--- src/rtl/decode_control_pipe.sv ---
// LEGv8 decode/control stage with a valid/ready input and a small registered output queue.
// Decoded entries are written at the tail; the head entry drives the outputs.
module decode_control_pipe #(
  parameter int unsigned DATA_WIDTH   = 64,
  parameter int unsigned REG_ID_WIDTH = 5,
  parameter int unsigned FIFO_DEPTH   = 2
) (
  input  logic                    clock,
  input  logic                    resetN,
  input  logic                    flush,
  input  logic [31:0]             instruction,
  input  logic                    instrValid,
  output logic                    instrReady,
  output logic                    outValid,
  input  logic                    outReady,
  output logic                    unconditionalBranch,
  output logic                    branch,
  output logic                    memRead,
  output logic                    memToReg,
  output logic                    memWrite,
  output logic                    aluSRC,
  output logic                    regWriteFlag,
  output logic [3:0]              aluControlCode,
  output logic [REG_ID_WIDTH-1:0] readRegister1,
  output logic [REG_ID_WIDTH-1:0] readRegister2,
  output logic [REG_ID_WIDTH-1:0] writeRegister,
  output logic [DATA_WIDTH-1:0]   immediate,
  output logic                    illegal
);

  localparam int unsigned PTR_W = (FIFO_DEPTH > 1) ? $clog2(FIFO_DEPTH) : 1;
  localparam int unsigned CNT_W = $clog2(FIFO_DEPTH + 1);

  typedef struct packed {
    logic                    ubr;
    logic                    br;
    logic                    mrd;
    logic                    m2r;
    logic                    mwr;
    logic                    asrc;
    logic                    rwr;
    logic [3:0]              alu;
    logic [REG_ID_WIDTH-1:0] rr1;
    logic [REG_ID_WIDTH-1:0] rr2;
    logic [REG_ID_WIDTH-1:0] wr;
    logic [DATA_WIDTH-1:0]   imm;
    logic                    ill;
  } entry_t;

  entry_t             mem_q [FIFO_DEPTH];
  entry_t             mem_d [FIFO_DEPTH];
  entry_t             last_q, last_d;
  entry_t             dec;
  entry_t             head;
  logic [PTR_W-1:0]   wr_ptr_q, wr_ptr_d;
  logic [PTR_W-1:0]   rd_ptr_q, rd_ptr_d;
  logic [CNT_W-1:0]   count_q, count_d;
  logic               full;
  logic               empty;
  logic               push;
  logic               pop;
  logic               reg2loc;

  // Instruction decode: first matching opcode pattern wins.
  always_comb begin
    dec     = '0;
    reg2loc = 1'b0;
    if (instruction[31:26] == 6'b000101) begin
      dec.ubr = 1'b1;
      dec.alu = 4'b0111;
      dec.imm = DATA_WIDTH'($signed(instruction[25:0]));
    end else if (instruction[31:24] == 8'b10110100) begin
      dec.br  = 1'b1;
      reg2loc = 1'b1;
      dec.alu = 4'b0111;
      dec.imm = DATA_WIDTH'($signed(instruction[23:5]));
    end else if (instruction[31:22] == 10'b1001000100) begin
      dec.asrc = 1'b1;
      dec.rwr  = 1'b1;
      dec.alu  = 4'b0010;
      dec.imm  = DATA_WIDTH'(instruction[21:10]);
    end else if (instruction[31:22] == 10'b1101000100) begin
      dec.asrc = 1'b1;
      dec.rwr  = 1'b1;
      dec.alu  = 4'b0110;
      dec.imm  = DATA_WIDTH'(instruction[21:10]);
    end else if (instruction[31:21] == 11'b11111000010) begin
      dec.mrd  = 1'b1;
      dec.m2r  = 1'b1;
      dec.asrc = 1'b1;
      dec.rwr  = 1'b1;
      dec.alu  = 4'b0010;
      dec.imm  = DATA_WIDTH'($signed(instruction[20:12]));
    end else if (instruction[31:21] == 11'b11111000000) begin
      dec.mwr  = 1'b1;
      dec.asrc = 1'b1;
      reg2loc  = 1'b1;
      dec.alu  = 4'b0010;
      dec.imm  = DATA_WIDTH'($signed(instruction[20:12]));
    end else if (instruction[31:21] == 11'b10001011000) begin
      dec.rwr = 1'b1;
      dec.alu = 4'b0010;
    end else if (instruction[31:21] == 11'b11001011000) begin
      dec.rwr = 1'b1;
      dec.alu = 4'b0110;
    end else if (instruction[31:21] == 11'b10001010000) begin
      dec.rwr = 1'b1;
      dec.alu = 4'b0000;
    end else if (instruction[31:21] == 11'b10101010000) begin
      dec.rwr = 1'b1;
      dec.alu = 4'b0001;
    end else begin
      dec.ill = 1'b1;
    end
    dec.rr1 = REG_ID_WIDTH'(instruction[9:5]);
    dec.rr2 = reg2loc ? REG_ID_WIDTH'(instruction[4:0]) : REG_ID_WIDTH'(instruction[20:16]);
    dec.wr  = REG_ID_WIDTH'(instruction[4:0]);
  end

  assign full       = (count_q == CNT_W'(FIFO_DEPTH));
  assign empty      = (count_q == '0);
  assign instrReady = !full || outReady;
  assign outValid   = !empty;
  assign push       = instrValid && instrReady && !flush;
  assign pop        = outValid && outReady && !flush;

  // Once drained, the outputs keep showing the most recently popped entry.
  assign head = empty ? last_q : mem_q[rd_ptr_q];

  always_comb begin
    mem_d    = mem_q;
    last_d   = last_q;
    wr_ptr_d = wr_ptr_q;
    rd_ptr_d = rd_ptr_q;
    count_d  = count_q;
    if (flush) begin
      wr_ptr_d = '0;
      rd_ptr_d = '0;
      count_d  = '0;
    end else begin
      if (push) begin
        mem_d[wr_ptr_q] = dec;
        wr_ptr_d        = wr_ptr_q + PTR_W'(1);
      end
      if (pop) begin
        last_d   = mem_q[rd_ptr_q];
        rd_ptr_d = rd_ptr_q + PTR_W'(1);
      end
      count_d = count_q + CNT_W'(push) - CNT_W'(pop);
    end
  end

  always_ff @(posedge clock or negedge resetN) begin
    if (!resetN) begin
      for (int unsigned i = 0; i < FIFO_DEPTH; i++) mem_q[i] <= '0;
      last_q   <= '0;
      wr_ptr_q <= '0;
      rd_ptr_q <= '0;
      count_q  <= '0;
    end else begin
      for (int unsigned i = 0; i < FIFO_DEPTH; i++) mem_q[i] <= mem_d[i];
      last_q   <= last_d;
      wr_ptr_q <= wr_ptr_d;
      rd_ptr_q <= rd_ptr_d;
      count_q  <= count_d;
    end
  end

  assign unconditionalBranch = head.ubr;
  assign branch              = head.br;
  assign memRead             = head.mrd;
  assign memToReg            = head.m2r;
  assign memWrite            = head.mwr;
  assign aluSRC              = head.asrc;
  assign regWriteFlag        = head.rwr;
  assign aluControlCode      = head.alu;
  assign readRegister1       = head.rr1;
  assign readRegister2       = head.rr2;
  assign writeRegister       = head.wr;
  assign immediate           = head.imm;
  assign illegal             = head.ill;

endmodule

--- config.mk ---
export PLATFORM = sky130hd
export DESIGN_NAME = decode_control_pipe
export DESIGN_NICKNAME = d
export VERILOG_FILES = /design/src/rtl/decode_control_pipe.sv
export SDC_FILE = /design/constraint.sdc
export NUM_CORES = 1
export LEC_CHECK = 0
export CORE_MARGIN = 10
export CORE_UTILIZATION = 46
export CTS_BUF_LIST = sky130_fd_sc_hd__clkbuf_4
export DETAILED_ROUTE_END_ITERATION = 6
export PLACE_DENSITY = 0.73
export RECOVER_POWER = 50
export SYNTH_ARGS = -nofsm -noshare
export SYNTH_HDL_FRONTEND = slang
export SYNTH_SLANG_ARGS = --single-unit
--- constraint.sdc ---
create_clock -name clock -period 3.8 [get_ports clock]
set_input_delay 1.14 -clock clock [delete_from_list [all_inputs] [get_ports clock]]
set_output_delay 1.14 -clock clock [all_outputs]
set_load 0.05 [all_outputs]
==> flow_summary.json, run 1 <==
{
  "antenna_found_initial": 1,
  "worst_slack_ns": 0.109,
  "fmax_ghz": 0.271,
  "syn2layout_area_growth_pct": 23.5,
  "wl_um": 20800,
  "reg2reg_from": "count_q[1]",
  "p_per_area_nw_per_um2": 919,
  "postSynthAreaPerCell_um2": 9.10,
  "drv_cap": 4,
  "fill_cells": 1436,
  "ys_seq_area_share_pct": 49.7,
  "postCtsSetupBuffers": 0,
  "root_buffer": "clkbuf_4",
  "whs_ns": 0.489,
  "dpl.hpwl_um": 14600,
  "setup_tns_ns": 0,
  "die-area_um2": 22800,
  "syn_inst": 869,
  "vias": 6385,
  "crit_fanout": 25,
  "grt_pass1_wl_um": 33400,
  "cts_hold_buf": 0,
  "multiInputGateArea_um2": 3420,
  "netlist_area_um2": 7910,
  "gp_congestion": 0.908,
  "hold_start": "mem_q[159]",
  "status": "finished with violations",
  "grt_use_total_pct": 18.4,
  "core-area_um2": 16700,
  "num_rows": 47,
  "io_pins": 130,
  "first_iter_violations": 482,
  "hp-class": "register to register",
  "cts_tree": "done",
  "routedWlPerCell_um": 17.9,
  "die_w_um": 151,
  "vias_per_cell": 5.48,
  "numCtsBuffers": 17,
  "grt_max_degree": 103,
  "violations": "capacitance limit, slew limit",
  "synth_top_flop_cell": "dfrtp_1",
  "ys_types": 45,
  "grt_pass1_vias": 6261,
  "path_clk_slew_ns": 0.12,
  "drt_first_pass_iters": 5,
  "drive_gt1_share_pct": 14.6,
  "ys_warn_count": 0,
  "worstSetupEndpointType": "primary output",
  "async_reset_ff_share_pct": 100,
  "cts_buffer_depth": 2,
  "htree_num_levels": 4,
  "seqCellArea_um2": 3930,
  "required_ns": 2.66,
  "peakVddDrop_mv": 0.692,
  "timing.final.crit_share_pct": 97.1,
  "die_y_um": 151,
  "grt_overflow": 0,
  "worstPathArrival_ns": 2.55,
  "start_util_pct": 47.4,
  "rsz0062_at_grt": "false",
  "tightest_slew_ns": 1.98,
  "insertion_delay_ns": 0.57,
  "period_needed_ns": 3.69,
  "antenna_left": 0,
  "max_slew_margin_pct": -32.3,
  "drc": 0,
  "final_nets": 971,
  "io_buffers": 128,
  "power_leakage_uw": 0.00426,
  "fin_skew_ns": 0.0156,
  "synth_seq_cells": 157,
  "worstSetupPathType": "register to primary output",
  "syn_nets": 908,
  "slew_viol_final": 252,
  "setup.worst_path.start_class": "register",
  "cts_sinks": 157,
  "dp_worst_setup_slack_ns": 0.415,
  "setup_viol_count_final": 0,
  "synth_edf_count": 0,
  "crit_start": "count_q[1]",
  "hold_violations": 0
}
-- layout by cell type (no fill, tap or decap), types with 4 or more instances in the layout --
| master | netlist | layout |
|---|---|---|
| buf_12 | 0 | 41 |
| a211oi_1 | 8 | 8 |
| dfrtp_1 | 157 | 156 |
| mux2i_1 | 57 | 57 |
| inv_1 | 10 | 10 |
| clkbuf_2 | 0 | 4 |
| a21oi_1 | 104 | 103 |
| nor2_1 | 145 | 144 |
| o31ai_1 | 8 | 8 |
| o21ai_0 | 30 | 30 |
| a31oi_1 | 34 | 34 |
| nand3_1 | 22 | 22 |
| clkbuf_4 | 0 | 20 |
| nand2_1 | 99 | 99 |
| o2111ai_1 | 9 | 9 |
| mux2_2 | 16 | 16 |
| buf_4 | 40 | 31 |
| or3_1 | 5 | 5 |
| and3_1 | 11 | 11 |
| clkdlybuf4s50_1 | 0 | 35 |
| bufinv_16 | 0 | 6 |
| dlygate4sd2_1 | 0 | 30 |
| nand4_1 | 8 | 8 |
| nor2b_1 | 4 | 4 |
-- state kept, by name, indices dropped and copies added (netlist names) --
signal,flops
count_q,2
last_q,51
mem_q,102
rd_ptr_q,1
wr_ptr_q,1
-- final cells by class --
cell class | instances | share of cell area (%)
clock inverter | 13 | 2.25
timing repair buffer | 147 | 17.8
antenna | 1 | 0.0256
tap | 220 | 2.82
multi-input combinational | 599 | 35.0
clock buffer | 19 | 1.46
inverter | 10 | 0.384
sequential | 157 | 40.2
-- power breakdown --
part	switching, µW	leakage (µW)	internal [µW]
clock network	576	0.000185	662
logic	3440	0.00213	1900
registers	252	0.00194	2150
-- critical path, stage by stage, from the launching register on --
cell and delay [ns]:
dfrtp_1 0.52, or2_2 0.54, clkdlybuf4s50_1 0.92
-- synthesized netlist by cell type (all sizes together) (2+ instances only) --
cell	n	share of area (%)
o21ai	31	2.0
a21oi	104	6.6
inv	10	0.47
nand3b	2	0.19
a22oi	2	0.25
a31oi	34	2.7
mux2i	57	7.2
nand3	22	1.4
a211oi	8	0.76
nor3	2	0.13
o22a	2	0.22
or3	5	0.40
dfrtp	157	50
o31ai	8	0.76
and2	2	0.16
o2111ai	9	1.0
nor4	2	0.54
and4bb	3	0.47
nand4	8	0.63
and3	11	0.87
or2	2	0.16
nand2	99	4.7
mux2	18	2.6
xor2	3	0.33
nor2	145	6.9
clkbuf	52	2.5
ha	2	0.32
nor2b	4	0.32
buf	53	4.6
-- stage by stage --
step	util (%)	area, µm²	total power, µW	std cells
floorplan	-	7920	6020	869
global placement	56.8	9490	7880	1131
detailed placement	56.8	9490	7970	1131
CTS	58.8	9820	9080	1164
global route	58.5	9770	9440	1166
finish	58.5	9770	8980	1166
-- path summary, 6_finish.rpt --
check                           depth (start not counted)  slack (ns)    endpoint
worst max register to register                          5        0.94   mem_q[10]
worst min-delay path                                    2        0.49  mem_q[159]
min in group asynchronous                               1        1.11  mem_q[157]
max in group asynchronous                               2        0.84    mem_q[9]
worst max-delay path                                    2        0.11    outValid
worst min register to register                          2        0.49  mem_q[159]
-- layer usage --
metal | track usage (%) | wire, µm | vias up
met3 | 4.18 | 1290 | 25
met5 | 0 | 0 | -
met4 | 5.92 | 257 | 0
met1 | 24.0 | 9300 | 3083
li1 | - | - | 3096
met2 | 29.9 | 9970 | 181
-- logic make-up after synthesis --
kind of cell | count (synthesis) | synth area share [%]
and+or+nand+nor | 315 | 17.7
AOI/OAI and AO/OA | 200 | 14.4
DFF | 157 | 49.7
buffers and inverters | 115 | 7.56
muxes | 75 | 9.78
xor gates and xnor gates | 4 | 0.443
adders and majority gates | 2 | 0.316
other | 1 | 0.0474
-- what timing repair did --
item,in CTS,in global routing
setup endpoints to repair,49,39
gates resized for setup,30,1
pin swaps,1,1
gates cloned,1,1
(Power assumes the default switching activity.)
==> run 2, diff against run 1 <==
Settings changed: CORE_ASPECT_RATIO from default to 2, CORE_UTILIZATION 46 to 35, PLACE_DENSITY 0.73 to default.
==> flow_summary.json, run 2 (synthesized netlist as in run 1, its figures left out) <==
{
  "hold_start": "mem_q[76]",
  "wl_um": 22500,
  "status": "finished with violations",
  "cts_sinks": 157,
  "first_iter_violations": 313,
  "path_clk_slew_ns": 0.12,
  "io_pins": 130,
  "dpl.hpwl_um": 16900,
  "grt_use_total_pct": 15.2,
  "hp-class": "register to register",
  "internal_power_uw": 4840,
  "numCtsBuffers": 17,
  "rsz0062_at_grt": "false",
  "worst_slack_ns": 0.126,
  "insertion_delay_ns": 0.59,
  "num_rows": 77,
  "reg2reg_from": "count_q[0]",
  "reg.largest.list": "mem_q x102, last_q x51, count_q x2",
  "final_nets": 977,
  "switching_power_uw": 4280,
  "start_util_pct": 35.7,
  "r2r_setup_slack_ns": 1.20,
  "io_buffers": 128,
  "routedWlPerCell_um": 18.4,
  "grt_pass1_vias": 6337,
  "clkPwrFrac_pct": 13.8,
  "drc": 0,
  "cts_buffer_depth": 2,
  "vias_per_cell": 5.21,
  "max_slew_margin_pct": -84.0,
  "violations": "capacitance limit, slew limit",
  "die_w_um": 126,
  "peakVddDrop_mv": 0.901,
  "die-area_um2": 29400,
  "period_needed_ns": 3.67,
  "postCtsSetupBuffers": 0,
  "pwr-share-comb_pct": 60.0,
  "drt_first_pass_iters": 5,
  "antenna_found_initial": 1,
  "die_y_um": 233,
  "crit_fanout": 24,
  "swShare_pct": 46.9,
  "worstSetupPathType": "register to primary output",
  "root_buffer": "clkbuf_4",
  "fmax_ghz": 0.272,
  "timing.final.crit_share_pct": 96.7,
  "vias": 6398,
  "whs_ns": 0.486,
  "power_leakage_uw": 0.00440,
  "slew_viol_final": 152,
  "largest_reg_flops": 102,
  "final_cell_mix": "156 x dfrtp_1, 144 x nor2_1, 103 x a21oi_1, 99 x nand2_1, 57 x mux2i_1",
  "dpl_cell_area_um2": 9650,
  "hold_path_depth": 2,
  "htree_num_levels": 4,
  "hold_violations": 0,
  "syn2layout_area_growth_pct": 26.6,
  "tightest_slew_ns": 2.76,
  "cts_hold_buf": 0,
  "worstSetupEndpointType": "primary output",
  "design_area_um2": 10000,
  "final_common_cell": "dfrtp_1",
  "grt_overflow": 0,
  "setup.worst_path.start_class": "register",
  "dp_worst_setup_slack_ns": 0.407,
  "core-area_um2": 22200,
  "cts_tree": "done",
  "antenna_left": 0,
  "setup_viol_count_final": 0,
  "r2r-end": "last_q[11]",
  "pwr-share-seq_pct": 26.2,
  "worstPathArrival_ns": 2.53,
  "gp_congestion": 0.874,
  "grt_max_degree": 103,
  "required_ns": 2.66,
  "p_per_area_nw_per_um2": 911,
  "top_register": "mem_q",
  "crit_start": "rd_ptr_q",
  "utilization_pct": 45.2,
  "fin_skew_ns": 0.0206,
  "drv_cap": 2,
  "grt_pass1_wl_um": 35400,
  "rr_worst_depth": 4,
  "whs_endpoint": "mem_q[76]",
  "drive_gt1_share_pct": 16.2
}
[run 2: changes by cell type in the layout (fill, tap and decap cells not counted), sizes merged]
| cell | delta |
|---|---|
| buf | +20 |
| clkbuf | -9 |
| clkdlybuf4s50 | +3 |
| clkinvlp | +1 |
| dlygate4sd2 | -19 |
| dlymetal6s2s | +11 |
| inv | +1 |
| or2 | -2 |
[run 2: stage by stage]
step	power, µW	instances	setup TNS, ns
3_5_place_dp	8050	1195	0
3_3_place_gp	8000	1195	0
4_1_cts	9270	1227	0
6_report	9120	1228	0
2_1_floorplan	6020	869	-0.0156
5_1_grt	9610	1228	0
[run 2: critical path: stages (launching register included)]
cell and delay [ns]:
dfrtp_2 0.53, buf_12 0.25, mux2i_1 0.15, a21oi_1 0.18
clkdlybuf4s50_1 0.83
[run 2: power by group through the flow]
stage | logic (µW) | registers (µW) | clock network [µW]
global route | 5790 | 2450 | 1360
finish | 5470 | 2390 | 1260
global placement | 5600 | 2400 | 0
detailed placement | 5620 | 2430 | 0
floorplan | 3650 | 2360 | 0
CTS | 5580 | 2390 | 1300
[run 2: how the worst max path moves through the flow]
stage                        endpoint  depth (start not counted)
finish              aluControlCode[1]                          4
CTS                     immediate[39]                          6
global route        aluControlCode[1]                          5
global placement           instrReady                          3
floorplan                    memToReg                          6
detailed placement         mem_q[164]                          6
[run 2: layout make-up]
type	instances	area (µm²)
sequential	157	3930
fill	2152	12100
clock buffer	17	128
multi-input combinational	597	3410
timing repair buffer	155	1920
clock inverter	15	244
inverter	10	37.5
antenna	1	2.50
tap	276	345
[run 2: layer usage]
metal	up-vias	GRT usage, %	share of wire, %
met4	0	8.11	4.0
met3	47	3.71	4.7
met2	191	27.4	54
met5	-	0	0
met1	3065	15.8	38
li1	3095	-	-
[run 2: what timing repair did]
| action | 4_1_cts | 5_1_grt |
|---|---|---|
| endpoints found under the setup margin | 11 | 47 |
| hold endpoints to repair | 0 | 0 |
| pin swaps | 0 | 0 |
| resized for setup | 11 | 12 |
